**src/rtl/thread_pc_sequencer_pkg.sv**
```systemverilog
// Shared thread/PC definitions for the fetch front end, the downstream
// controller and the data-path wrappers.
package thread_pc_sequencer_pkg;

  localparam int THREAD_COUNT      = 8;
  localparam int THREAD_ADDR_WIDTH = $clog2(THREAD_COUNT);
  localparam int PC_WIDTH          = 10;

  typedef logic [THREAD_ADDR_WIDTH-1:0] thread_id_t;
  typedef logic [PC_WIDTH-1:0]          pc_t;

  localparam pc_t PC_START_DEFAULT = '0;

endpackage

```
**src/rtl/thread_counter.sv**
```systemverilog
// Free-running modulo-THREAD_COUNT thread phase counter; shared by every
// stage that needs to know which thread owns the current cycle.
module thread_counter
  import thread_pc_sequencer_pkg::*;
(
  input  logic                         clock,
  input  logic                         reset,
  output logic [THREAD_ADDR_WIDTH-1:0] cnt
);

  // THREAD_COUNT is a power of two, so natural overflow gives the modulo.
  always_ff @(posedge clock) begin
    if (reset) begin
      cnt <= '0;
    end else begin
      cnt <= cnt + 1'b1;
    end
  end

endmodule

```
**src/rtl/thread_pc_sequencer.sv**
```systemverilog
// Round-robin PC stage: each cycle issues the selected thread's PC as the
// instruction-memory address and advances it, honouring downstream redirects.
module thread_pc_sequencer
  import thread_pc_sequencer_pkg::*;
#(
  parameter pc_t PC_START = PC_START_DEFAULT
) (
  input  logic                         clock,
  input  logic                         reset,
  input  logic [THREAD_COUNT-1:0]      thread_run,
  input  logic                         redirect_valid,
  input  logic [THREAD_ADDR_WIDTH-1:0] redirect_thread,
  input  logic [PC_WIDTH-1:0]          redirect_pc,
  output logic [PC_WIDTH-1:0]          I_read_addr,
  output logic [THREAD_ADDR_WIDTH-1:0] I_thread,
  output logic                         I_valid
);

  thread_id_t cnt;
  pc_t        pc_q [THREAD_COUNT];
  pc_t        pc_d [THREAD_COUNT];

  thread_counter u_thread_counter (
    .clock (clock),
    .reset (reset),
    .cnt   (cnt)
  );

  // A redirect overrides the same-cycle advance of its target thread.
  always_comb begin
    for (int t = 0; t < THREAD_COUNT; t++) begin
      pc_d[t] = pc_q[t];
      if (redirect_valid && (redirect_thread == thread_id_t'(t))) begin
        pc_d[t] = redirect_pc;
      end else if ((cnt == thread_id_t'(t)) && thread_run[t]) begin
        pc_d[t] = pc_q[t] + 1'b1;
      end
    end
  end

  always_ff @(posedge clock) begin
    if (reset) begin
      pc_q <= '{default: PC_START};
    end else begin
      pc_q <= pc_d;
    end
  end

  // Stopped threads still present their PC; I_valid marks the bubble.
  always_ff @(posedge clock) begin
    if (reset) begin
      I_read_addr <= '0;
      I_thread    <= '0;
      I_valid     <= 1'b0;
    end else begin
      I_read_addr <= pc_q[cnt];
      I_thread    <= cnt;
      I_valid     <= thread_run[cnt];
    end
  end

endmodule
```
**config.mk**
```make
export PLATFORM = sky130hd
export DESIGN_NAME = thread_pc_sequencer
export DESIGN_NICKNAME = d
export VERILOG_FILES = /design/src/rtl/thread_pc_sequencer_pkg.sv /design/src/rtl/thread_counter.sv /design/src/rtl/thread_pc_sequencer.sv
export SDC_FILE = /design/constraint.sdc
export NUM_CORES = 1
export LEC_CHECK = 0
export CORE_MARGIN = 2
export CORE_UTILIZATION = 59
export DETAILED_ROUTE_END_ITERATION = 10
export GPL_ROUTABILITY_DRIVEN = 0
export PLACE_DENSITY = 0.8
export SETUP_SLACK_MARGIN = 0.02
export SLEW_MARGIN = 20
export SYNTH_ARGS = -nofsm -noshare
export SYNTH_HDL_FRONTEND = slang
export SYNTH_SLANG_ARGS = --single-unit
```
**constraint.sdc**
```tcl
create_clock -name clock -period 2.1 [get_ports clock]
set_input_delay 0.21 -clock clock [delete_from_list [all_inputs] [get_ports clock]]
set_output_delay 0.21 -clock clock [all_outputs]
set_load 0.01 [all_outputs]
```
==> flow_summary.toml, run 1 <==
[status]
status = "completed"

[global_routing]
grt_pass1_wl_um = 23800
grt_max_degree = 35
antenna_found_initial = 0
overflow = 0
grt_use_total_pct = 31.0
grt_pass1_vias = 4614

[clock_tree]
htree_levels = 3
cts_setup_buffers = 0
clk_pin_slew_ns = 0.10
cts_tree = "yes"
numCtsBuffers = 9
clkSinkCount = 97
clockBufferDepth = 2
cts-root-buf = "clkbuf_8"
holdBufCountCts = 0
cts_resized = 0
clock_latency_ns = 0.37

[die]
start_util_pct = 60.1
die_y_um = 100
rows = 35
core_area_mm2 = 0.00911
io_pins = 38
die-area_mm2 = 0.0101
die_w_um = 100

[flow_run]
cap_violations = 0

[min_path]
hold-path-cell-count = 2
worstHoldPathType = "in2reg"
worst_hold_path.endpoint = "u_thread_counter.cnt[2]$_SDFF_PP0_"
hp-start = "reset"

[drt]
vias = 4848
route.detailed.drc = 0
wl_um = 15000
ant_nets = 0
vias_per_cell = 6.47
drtIter0Drc = 469
drt_first_pass_iters = 5
wire_per_inst_um = 20.0

[yosys]
synth.cell_area_mm2 = 0.00547
synth_seq_area_share_pct = 35.5
ys_ff_latch = 97
async_flop_share_pct = 0
yosysUniqueCellTypes = 42
synthFlopType = "dfxtp_1"
postSynthCellCount = 609
synth_edf_count = 0
synth.net_count = 647
synth_warnings = 0
postSynthAreaPerCell_um2 = 8.98

[setup_path]
cp-end-kind = "register"
path_max_fanout = 6
r2r-end = "pc_q[69]$_SDFFE_PP0P_"
start_kind = "register"
cp.required_ns = 2.39
critPathKind = "reg2reg"
rrSetupSlack_ns = 0.26
timing.rr.start = "u_thread_counter.cnt[1]$_SDFF_PP0_"
worst_r2r_path_depth = 6
cp.arrival_ns = 2.13

[power_and_ir_drop]
ir_worst_vdd_mv = 0.407
cellPowerDensity_mw_per_mm2 = 603
power.total_mw = 3.69
power_leakage_nw = 1.98

[timing]
tightest_slew_ns = 0.623
fin_crit_sh_pct = 87.4
hold_violations = 0
clock_skew_ns = 0.0118
rsz0062_at_grt = "no"
setup_viol = 0
fin_tns_setup_ns = 0
max_freq_mhz = 545
fin_crit_ns = 1.84
max_slew_margin_pct = 58.3
worst_slack_ns = 0.264
slew_violations = 0

[finish]
num_antenna_cells = 0
final_cell_area_mm2 = 0.00612
multi_input_area_mm2 = 0.00327
final-seq-area_mm2 = 0.00194
finalNetCount = 671
area_delta_synth_final_pct = 11.8
fillers = 739
layout-drive-gt1-share_pct = 11.8

[place]
dp_hpwl_um = 10600
dp_slack_ns = 0.234
placed_area_mm2 = 0.00594
port_buffers = 37
==> cells in the final DEF, fill, tap and decap left out, types with 2 or more instances in the layout <==
cell type	n
ha_1	14
mux4_2	22
o21ai_0	7
and4_1	2
nand2_1	50
buf_4	18
nor4_2	8
a311oi_1	9
mux2i_1	6
nor3_1	24
nand4_2	2
a21oi_1	12
xor2_1	18
nand4_1	16
dfxtp_1	97
clkinvlp_4	2
clkbuf_8	10
nand4b_1	3
nor2_1	95
nand3b_1	3
nor4_1	3
nor2b_1	2
inv_1	20
xnor2_1	46
nand3_1	19
clkbuf_1	2
a31o_2	2
a211oi_1	67
or3_1	7
clkdlybuf4s50_1	36
==> stage by stage <==
stage          hold WS, ns  std cells  util (%)
2_1_floorplan        0.393        609         -
3_3_place_gp         0.511        733      65.3
3_5_place_dp         0.547        733      65.3
4_1_cts              0.270        749      67.2
5_1_grt              0.286        749      67.2
6_report             0.269        749      67.2
==> routing by layer <==
| layer | GRT usage [%] | part of all wire, % |
|---|---|---|
| met2 | 46.9 | 45 |
| met5 | 0 | 0 |
| met3 | 7.94 | 11 |
| met4 | 9.80 | 2.5 |
| met1 | 43.7 | 42 |
==> cells in the mapped netlist, types with 4 or more instances <==
master | instances | share of area, %
ha_1 | 14 | 3.2
nand4_1 | 16 | 1.8
or3_1 | 7 | 0.80
a21oi_1 | 12 | 1.1
a211oi_1 | 67 | 9.2
mux4_2 | 22 | 9.1
xnor2_1 | 46 | 7.4
nor4_2 | 8 | 1.8
inv_1 | 20 | 1.4
o21ai_0 | 7 | 0.64
buf_2 | 4 | 0.37
dfxtp_1 | 97 | 35
nor3_1 | 24 | 2.2
nor2_1 | 95 | 6.5
clkbuf_2 | 9 | 0.82
clkbuf_1 | 27 | 1.9
nand3_1 | 19 | 1.7
mux2i_1 | 6 | 1.1
a311oi_1 | 9 | 1.4
xor2_1 | 18 | 2.9
nand2_1 | 50 | 3.4
==> cell type report <==
cell class / count / share of cell area [%]
Clock buffer: 12 / 2.37
Clock inverter: 4 / 0.470
Inverter: 20 / 1.23
Multi-Input combinational cell: 449 / 53.4
Sequential cell: 97 / 31.7
Tap cell: 111 / 2.27
Timing Repair Buffer: 56 / 8.51
==> critical path, stage by stage, from the launching register on <==
cell,delay [ns]
dfxtp_1,0.36
inv_1,0.11
ha_1,0.32
nand3b_1,0.29
nor4_2,0.38
xnor2_1,0.10
a211oi_1,0.22
==> how the worst max path moves through the flow <==
stage | startpoint | endpoint | slack [ns] | cells after the start
2_1_floorplan | u_thread_counter.cnt[2]$_SDFF_PP0_ | pc_q[44]$_SDFFE_PP0P_ | 0.13 | 7
3_3_place_gp | redirect_thread[2] | pc_q[64]$_SDFFE_PP0P_ | 0.29 | 4
3_5_place_dp | redirect_thread[2] | pc_q[64]$_SDFFE_PP0P_ | 0.23 | 4
4_1_cts | u_thread_counter.cnt[1]$_SDFF_PP0_ | pc_q[69]$_SDFFE_PP0P_ | 0.27 | 6
5_1_grt | u_thread_counter.cnt[1]$_SDFF_PP0_ | pc_q[69]$_SDFFE_PP0P_ | 0.08 | 6
6_report | u_thread_counter.cnt[1]$_SDFF_PP0_ | pc_q[69]$_SDFFE_PP0P_ | 0.26 | 6
==> logic make-up after synthesis <==
group / share of synthesized area [%]
and+or+nand+nor: 22.8
AOI/OAI and AO/OA: 13.3
DFF: 35.5
xor gates and xnor gates: 10.2
buffers and inverters: 4.76
muxes: 10.2
adders and majority gates: 3.20
==> registers in the layout (all words and copies together), names as in the netlist <==
| signal | flops |
|---|---|
| pc_q | 80 |
| I_read_addr | 10 |
| I_thread | 3 |
| u_thread_counter.cnt | 3 |
| I_valid | 1 |
==> power breakdown <==
group	leakage (nW)	total (mW)	switching (mW)	internal [mW]
Sequential	0.789	2.02	0.0973	1.92
Combinational	1.10	0.539	0.293	0.246
Clock	0.0826	1.14	0.670	0.465
Power figures use the tool's default switching activity.
==> run 2: changes to the inputs <==
--- a/config.mk
+++ b/config.mk
@@ -11,7 +11,6 @@
 export GPL_ROUTABILITY_DRIVEN = 0
 export PLACE_DENSITY = 0.8
 export SETUP_SLACK_MARGIN = 0.02
-export SLEW_MARGIN = 20
 export SYNTH_ARGS = -nofsm -noshare
 export SYNTH_HDL_FRONTEND = slang
 export SYNTH_SLANG_ARGS = --single-unit
==> results of run 2 <==
No change in the layout: final DEF, timing and power equal those of run 1.
